## src/rtl/alu_flags_pkg.sv

```systemverilog
// Shared flag types for the ALU flag pipeline: NZCV layout, bit indices and reset value.
package alu_flags_pkg;

  typedef struct packed {
    logic n;
    logic z;
    logic c;
    logic v;
  } nzcv_t;

  localparam int FLAG_N = 3;
  localparam int FLAG_Z = 2;
  localparam int FLAG_C = 1;
  localparam int FLAG_V = 0;

  localparam nzcv_t NZCV_RESET = '0;

  function automatic nzcv_t pack_nzcv(input logic n, input logic z, input logic c, input logic v);
    logic [3:0] tmp;
    tmp         = 4'b0000;
    tmp[FLAG_N] = n;
    tmp[FLAG_Z] = z;
    tmp[FLAG_C] = c;
    tmp[FLAG_V] = v;
    return nzcv_t'(tmp);
  endfunction

endpackage

```

## src/rtl/chunk_zero_reduce.sv

```systemverilog
// First-stage zero detect: one zero bit per CHUNK-wide slice of the result.
// A partial top chunk only looks at the bits that exist, so padding never affects Z.
module chunk_zero_reduce #(
  parameter int WIDTH  = 64,
  parameter int CHUNK  = 8,
  localparam int NCHUNK = (WIDTH + CHUNK - 1) / CHUNK
) (
  input  logic [WIDTH-1:0]  result_i,
  output logic [NCHUNK-1:0] cz_o
);

  for (genvar i = 0; i < NCHUNK; i++) begin : g_chunk
    localparam int LO = i * CHUNK;
    localparam int HI = ((LO + CHUNK) > WIDTH) ? (WIDTH - 1) : (LO + CHUNK - 1);
    assign cz_o[i] = ~|result_i[HI:LO];
  end

endmodule

```

## src/rtl/alu_flag_pipe.sv

```systemverilog
// Two-stage zero-detect pipeline feeding the architectural NZCV register.
// Stage 1 holds the chunk-zero vector, stage 2 holds the folded Z; the next edge retires.
module alu_flag_pipe
  import alu_flags_pkg::*;
#(
  parameter int WIDTH = 64,
  parameter int CHUNK = 8
) (
  input  logic             clk,
  input  logic             reset,
  input  logic             in_valid,
  input  logic [WIDTH-1:0] result,
  input  logic             carry_in,
  input  logic             ovf_in,
  input  logic             set_flags,
  input  logic             flush,
  input  logic             load_en,
  input  logic [3:0]       load_flags,
  output logic             zero_out,
  output logic             res_valid,
  output logic [3:0]       flags,
  output logic             flags_pend
);

  localparam int NCHUNK = (WIDTH + CHUNK - 1) / CHUNK;

  if (WIDTH < 1 || CHUNK < 1 || CHUNK > WIDTH) begin : g_bad_cfg
    $fatal(1, "alu_flag_pipe: illegal WIDTH/CHUNK combination");
  end

  logic [NCHUNK-1:0] cz_s;

  logic              s1_valid_q, s1_valid_d;
  logic [NCHUNK-1:0] s1_cz_q, s1_cz_d;
  logic              s1_n_q, s1_n_d, s1_c_q, s1_c_d, s1_v_q, s1_v_d, s1_set_q, s1_set_d;
  logic              s2_valid_q, s2_valid_d;
  logic              s2_z_q, s2_z_d, s2_n_q, s2_n_d, s2_c_q, s2_c_d, s2_v_q, s2_v_d;
  logic              s2_set_q, s2_set_d;
  nzcv_t             flags_q, flags_d;
  logic              zero_q, zero_d;
  logic              res_valid_q, res_valid_d;
  logic              retire_s;

  chunk_zero_reduce #(.WIDTH(WIDTH), .CHUNK(CHUNK)) u_czr (
    .result_i (result),
    .cz_o     (cz_s)
  );

  // Next-state for both stages, the retire path and the flag register.
  always_comb begin
    s1_valid_d = in_valid & ~flush;
    s1_cz_d    = cz_s;
    s1_n_d     = result[WIDTH-1];
    s1_c_d     = carry_in;
    s1_v_d     = ovf_in;
    s1_set_d   = set_flags;

    s2_valid_d = s1_valid_q & ~flush;
    s2_z_d     = &s1_cz_q;
    s2_n_d     = s1_n_q;
    s2_c_d     = s1_c_q;
    s2_v_d     = s1_v_q;
    s2_set_d   = s1_set_q;

    retire_s    = s2_valid_q & ~flush;
    res_valid_d = retire_s;
    if (retire_s) begin
      zero_d = s2_z_q;
    end else begin
      zero_d = zero_q;
    end

    // A context-restore load overrides whatever the retiring op would have written.
    if (load_en) begin
      flags_d = nzcv_t'(load_flags);
    end else if (retire_s && s2_set_q) begin
      flags_d = pack_nzcv(s2_n_q, s2_z_q, s2_c_q, s2_v_q);
    end else begin
      flags_d = flags_q;
    end
  end

  // State registers with synchronous reset.
  always_ff @(posedge clk) begin
    if (reset) begin
      s1_valid_q  <= 1'b0;
      s1_cz_q     <= '0;
      s1_n_q      <= 1'b0;
      s1_c_q      <= 1'b0;
      s1_v_q      <= 1'b0;
      s1_set_q    <= 1'b0;
      s2_valid_q  <= 1'b0;
      s2_z_q      <= 1'b0;
      s2_n_q      <= 1'b0;
      s2_c_q      <= 1'b0;
      s2_v_q      <= 1'b0;
      s2_set_q    <= 1'b0;
      flags_q     <= NZCV_RESET;
      zero_q      <= 1'b0;
      res_valid_q <= 1'b0;
    end else begin
      s1_valid_q  <= s1_valid_d;
      s1_cz_q     <= s1_cz_d;
      s1_n_q      <= s1_n_d;
      s1_c_q      <= s1_c_d;
      s1_v_q      <= s1_v_d;
      s1_set_q    <= s1_set_d;
      s2_valid_q  <= s2_valid_d;
      s2_z_q      <= s2_z_d;
      s2_n_q      <= s2_n_d;
      s2_c_q      <= s2_c_d;
      s2_v_q      <= s2_v_d;
      s2_set_q    <= s2_set_d;
      flags_q     <= flags_d;
      zero_q      <= zero_d;
      res_valid_q <= res_valid_d;
    end
  end

  assign flags_pend = (s1_valid_q & s1_set_q) | (s2_valid_q & s2_set_q);
  assign flags      = flags_q;
  assign zero_out   = zero_q;
  assign res_valid  = res_valid_q;

endmodule
```

## config.mk

```make
export PLATFORM = sky130hd
export DESIGN_NAME = alu_flag_pipe
export DESIGN_NICKNAME = d
export VERILOG_FILES = /design/src/rtl/alu_flags_pkg.sv /design/src/rtl/chunk_zero_reduce.sv /design/src/rtl/alu_flag_pipe.sv
export SDC_FILE = /design/constraint.sdc
export NUM_CORES = 1
export LEC_CHECK = 0
export BUFFER_PORTS_ARGS = -buffer_cell sky130_fd_sc_hd__buf_4
export CORE_UTILIZATION = 37
export CTS_CLUSTER_DIAMETER = 80
export CTS_CLUSTER_SIZE = 10
export DETAILED_ROUTE_END_ITERATION = 8
export PLACE_DENSITY_LB_ADDON = 0.3
export SYNTH_ARGS = -nofsm -noshare
export SYNTH_HDL_FRONTEND = slang
export SYNTH_SLANG_ARGS = --single-unit
```

## constraint.sdc

```tcl
create_clock -name clk -period 1.1 [get_ports clk]
set_input_delay 0.275 -clock clk [delete_from_list [all_inputs] [get_ports clk]]
set_output_delay 0.275 -clock clk [all_outputs]
set_load 0.1 [all_outputs]
```

==> results.json <==
{
  "synth_area_leaders": "sky130_fd_sc_hd__dfxtp_1 (52%), sky130_fd_sc_hd__nor4_2 (7.8%), sky130_fd_sc_hd__nor4_1 (6.5%)",
  "critical_path.max_stage_delay_ns": 0.35,
  "grt_pass1_vias": 892,
  "finalHoldViolations": 0,
  "final_layout_size_suffix_gt1_share_pct": 61.5,
  "clk_pin_slew_ns": 0.12,
  "crit-reg2reg-capture": "flags[1]",
  "setup.worst_path.start": "s1_set_q",
  "initial_utilization_pct": 39.0,
  "io_pins": 83,
  "worst_path_dominant_cell_family": "flip-flops",
  "clock_insertion_delay_worst_skew_ns": 0.30,
  "clockBufferDepth": 2,
  "tritoncts": "done",
  "tritoncts_num_sinks": 25,
  "timing.hold.worst.class": "in -> reg",
  "synth_top_cell_area_share_pct": 51.8,
  "die_h_um": 53.1,
  "synth.yosys.seq_area_share_pct": 51.8,
  "max-vdd-ir-drop_mv": 0.628,
  "crit_path_max_fanout": 2,
  "synthesis.instances": 97,
  "reg2regPathDepth": 4,
  "route.detailed.vias_per_inst": 4.82,
  "ys.warnings.count": 0,
  "wl_per_cell_um": 11.2,
  "syn_area_per_cell_um2": 9.96,
  "floorplan.core_area_um2": 2480,
  "setup_ws_ns": -0.252,
  "ys_types": 20,
  "routed_wirelength_um": 2360,
  "layout.nets": 259,
  "worstPathCellList": "a22o_4 -> buf_12",
  "floorplan.die.width_um": 53.1,
  "num_vias": 1022,
  "cp_num_buf_inv": 1,
  "period_needed_ns": 1.35,
  "buffer_ports.inserted": 82,
  "drtAntennaViolNets": 0,
  "layout.cells.most_common_list": "sky130_fd_sc_hd__buf_4 (76), sky130_fd_sc_hd__dfxtp_1 (16), sky130_fd_sc_hd__nand2_1 (12), sky130_fd_sc_hd__nor2_1 (10), sky130_fd_sc_hd__nor4_1 (10)",
  "power.leakage_nw": 0.783,
  "ys_ff_latch": 25,
  "min_delay_path_depth": 2,
  "status": "complete, but fails checks",
  "synth_fp_nets": 173,
  "syn2layout_area_growth_pct": 83.2,
  "post_synth_top_area_cell": "sky130_fd_sc_hd__dfxtp_1",
  "dpl_worst_slack_ns": 0.00581,
  "grt_start_max_net_pins": 15,
  "cp-end-kind": "output port",
  "failing_checks": "negative setup slack",
  "maxSlewViolCount": 0,
  "global_route.overflow_total": 0,
  "antenna_violations_before_repair": 0,
  "grt_setup_unrepaired": "true",
  "finalClockSkew_ns": 0.00624,
  "insertedDiodeCount": 0,
  "final_min_period_over_clock_period_pct": 123,
  "timing.rr.start": "s2_valid_q",
  "criticalPathCategory": "reg -> out",
  "remaining_drc_errors": 0,
  "syn-cell-area_um2": 966,
  "num-fill-cells": 190,
  "placed_area_um2": 1620,
  "cts_max_level": 1,
  "worstMarginPinSlew_ns": 0.271,
  "clock_root_cell": "sky130_fd_sc_hd__clkbuf_4",
  "cell_count_after_placement": 207,
  "drt_pass1_iterations": 4,
  "worstPathRequired_ns": 0.82,
  "layout.cell_area.non_filler_um2": 1770,
  "total_global_route_track_usage_pct": 18.3,
  "mostFrequentLayoutCell": "sky130_fd_sc_hd__buf_4",
  "max_slew_headroom_at_the_worst_pin_pct": 81.8,
  "post-dp-hpwl_um": 1950,
  "finalSetupViolations": 7,
  "globalplace.congestion": 0.742,
  "area_enclosed_by_the_die_boundary_um2": 2820,
  "max_freq_ghz": 0.740,
  "drt_iter0_drc": 3,
  "critPathLaunchType": "flip-flop",
  "finalNonFillerCells": 212,
  "regToRegSetupSlack_ns": 0,
  "power.density_cell_area_nw_per_um2": 992,
  "endpoint": "flags_pend",
  "critical-path-slowest-cell": "sky130_fd_sc_hd__dfxtp_2",
  "wire_length_of_the_first_global_routing_pass_um": 3660,
  "path_depth": 2,
  "floorplan.rows": 18,
  "cts_made_buffers": 3,
  "worst_ep_arrival_time_ns": 1.08,
  "maximum_capacitance_violations": 0
}
==> metal layers <==
layer  track usage (%)  up-vias  share of wire (%)
met1              19.8      458                 36
met5                 0        -                  0
li1                  -      514                  -
met2              33.3       48                 55
met4              7.89        0               0.89
met3              4.31        2                7.8
==> kinds of logic after synthesis <==
group	after synthesis	synth area share, %
and+or+nand+nor	55	34.6
DFF	25	51.8
AOI/OAI and AO/OA	9	9.20
buffers and inverters	7	3.37
muxes	1	1.04
==> worst min path at each step <==
stage | start | end | slack (ns)
floorplan | result[9] | s1_cz_q[1] | 0.35
global placement | s1_c_q | s2_c_q | 0.42
detailed placement | s1_c_q | s2_c_q | 0.42
CTS | result[32] | s1_cz_q[4] | 0.10
global route | result[17] | s1_cz_q[2] | 0.08
finish | result[33] | s1_cz_q[4] | 0.11
==> through the flow <==
step                power [W]  hold slack (ns)  utilization, %  setup TNS [ns]
detailed placement    0.00135            0.424            65.3               0
finish                0.00175            0.109            71.4          -0.376
global route          0.00185           0.0779            71.4          -0.868
CTS                   0.00177            0.101            70.6          -0.483
floorplan             0.00112            0.345               -               0
global placement      0.00134            0.420            65.3        -0.00108
==> area by class of cell <==
class                   instances  area (µm²)  share of cell area, %
clock buffers                   4        26.3                   1.49
inverters                       4        15.0                  0.849
multi-input cells              65         457                   25.8
flip-flops and latches         25         512                   28.9
well taps                      30        37.5                   2.12
repair buffers                 84         722                   40.8
==> sequential cells by signal (all words and copies together) (netlist names) <==
name	count
s1_c_q	1
s2_set_q	1
s1_cz_q	8
s2_n_q	1
s1_set_q	1
s1_valid_q	1
s1_v_q	1
s2_c_q	1
s1_n_q	1
res_valid	1
s2_valid_q	1
flags	4
zero_out	1
s2_z_q	1
s2_v_q	1
==> repair_timing <==
item / CTS / global route
endpoints found under the hold margin: 0 / 0
hold buffers: 0 / 0
setup buffers: 1 / 0
cloned: 0 / 0
endpoints found under the setup margin: 7 / 11
resized for setup: 24 / 6
pin swaps: 0 / 9
==> where the power goes <==
part / leakage [nW] / internal, W / switching (W)
registers: 0.208 / 0.000935 / 0.0000178
logic: 0.560 / 0.000246 / 0.000173
clock network: 0.0150 / 0.000141 / 0.000242
==> synthesized netlist by cell type (all sizes together) <==
cell type and count:
inv 4, nand4 1, buf 3, nor4b 1, a21oi 4, nand3 1
and2b 1, nor4 16, nor2 10, and3b 1, dfxtp 25, nand3b 1
a22o 1, nand2 12, mux2i 1, a221oi 4, and2 3, nor2b 8
(Power assumes the default switching activity.)
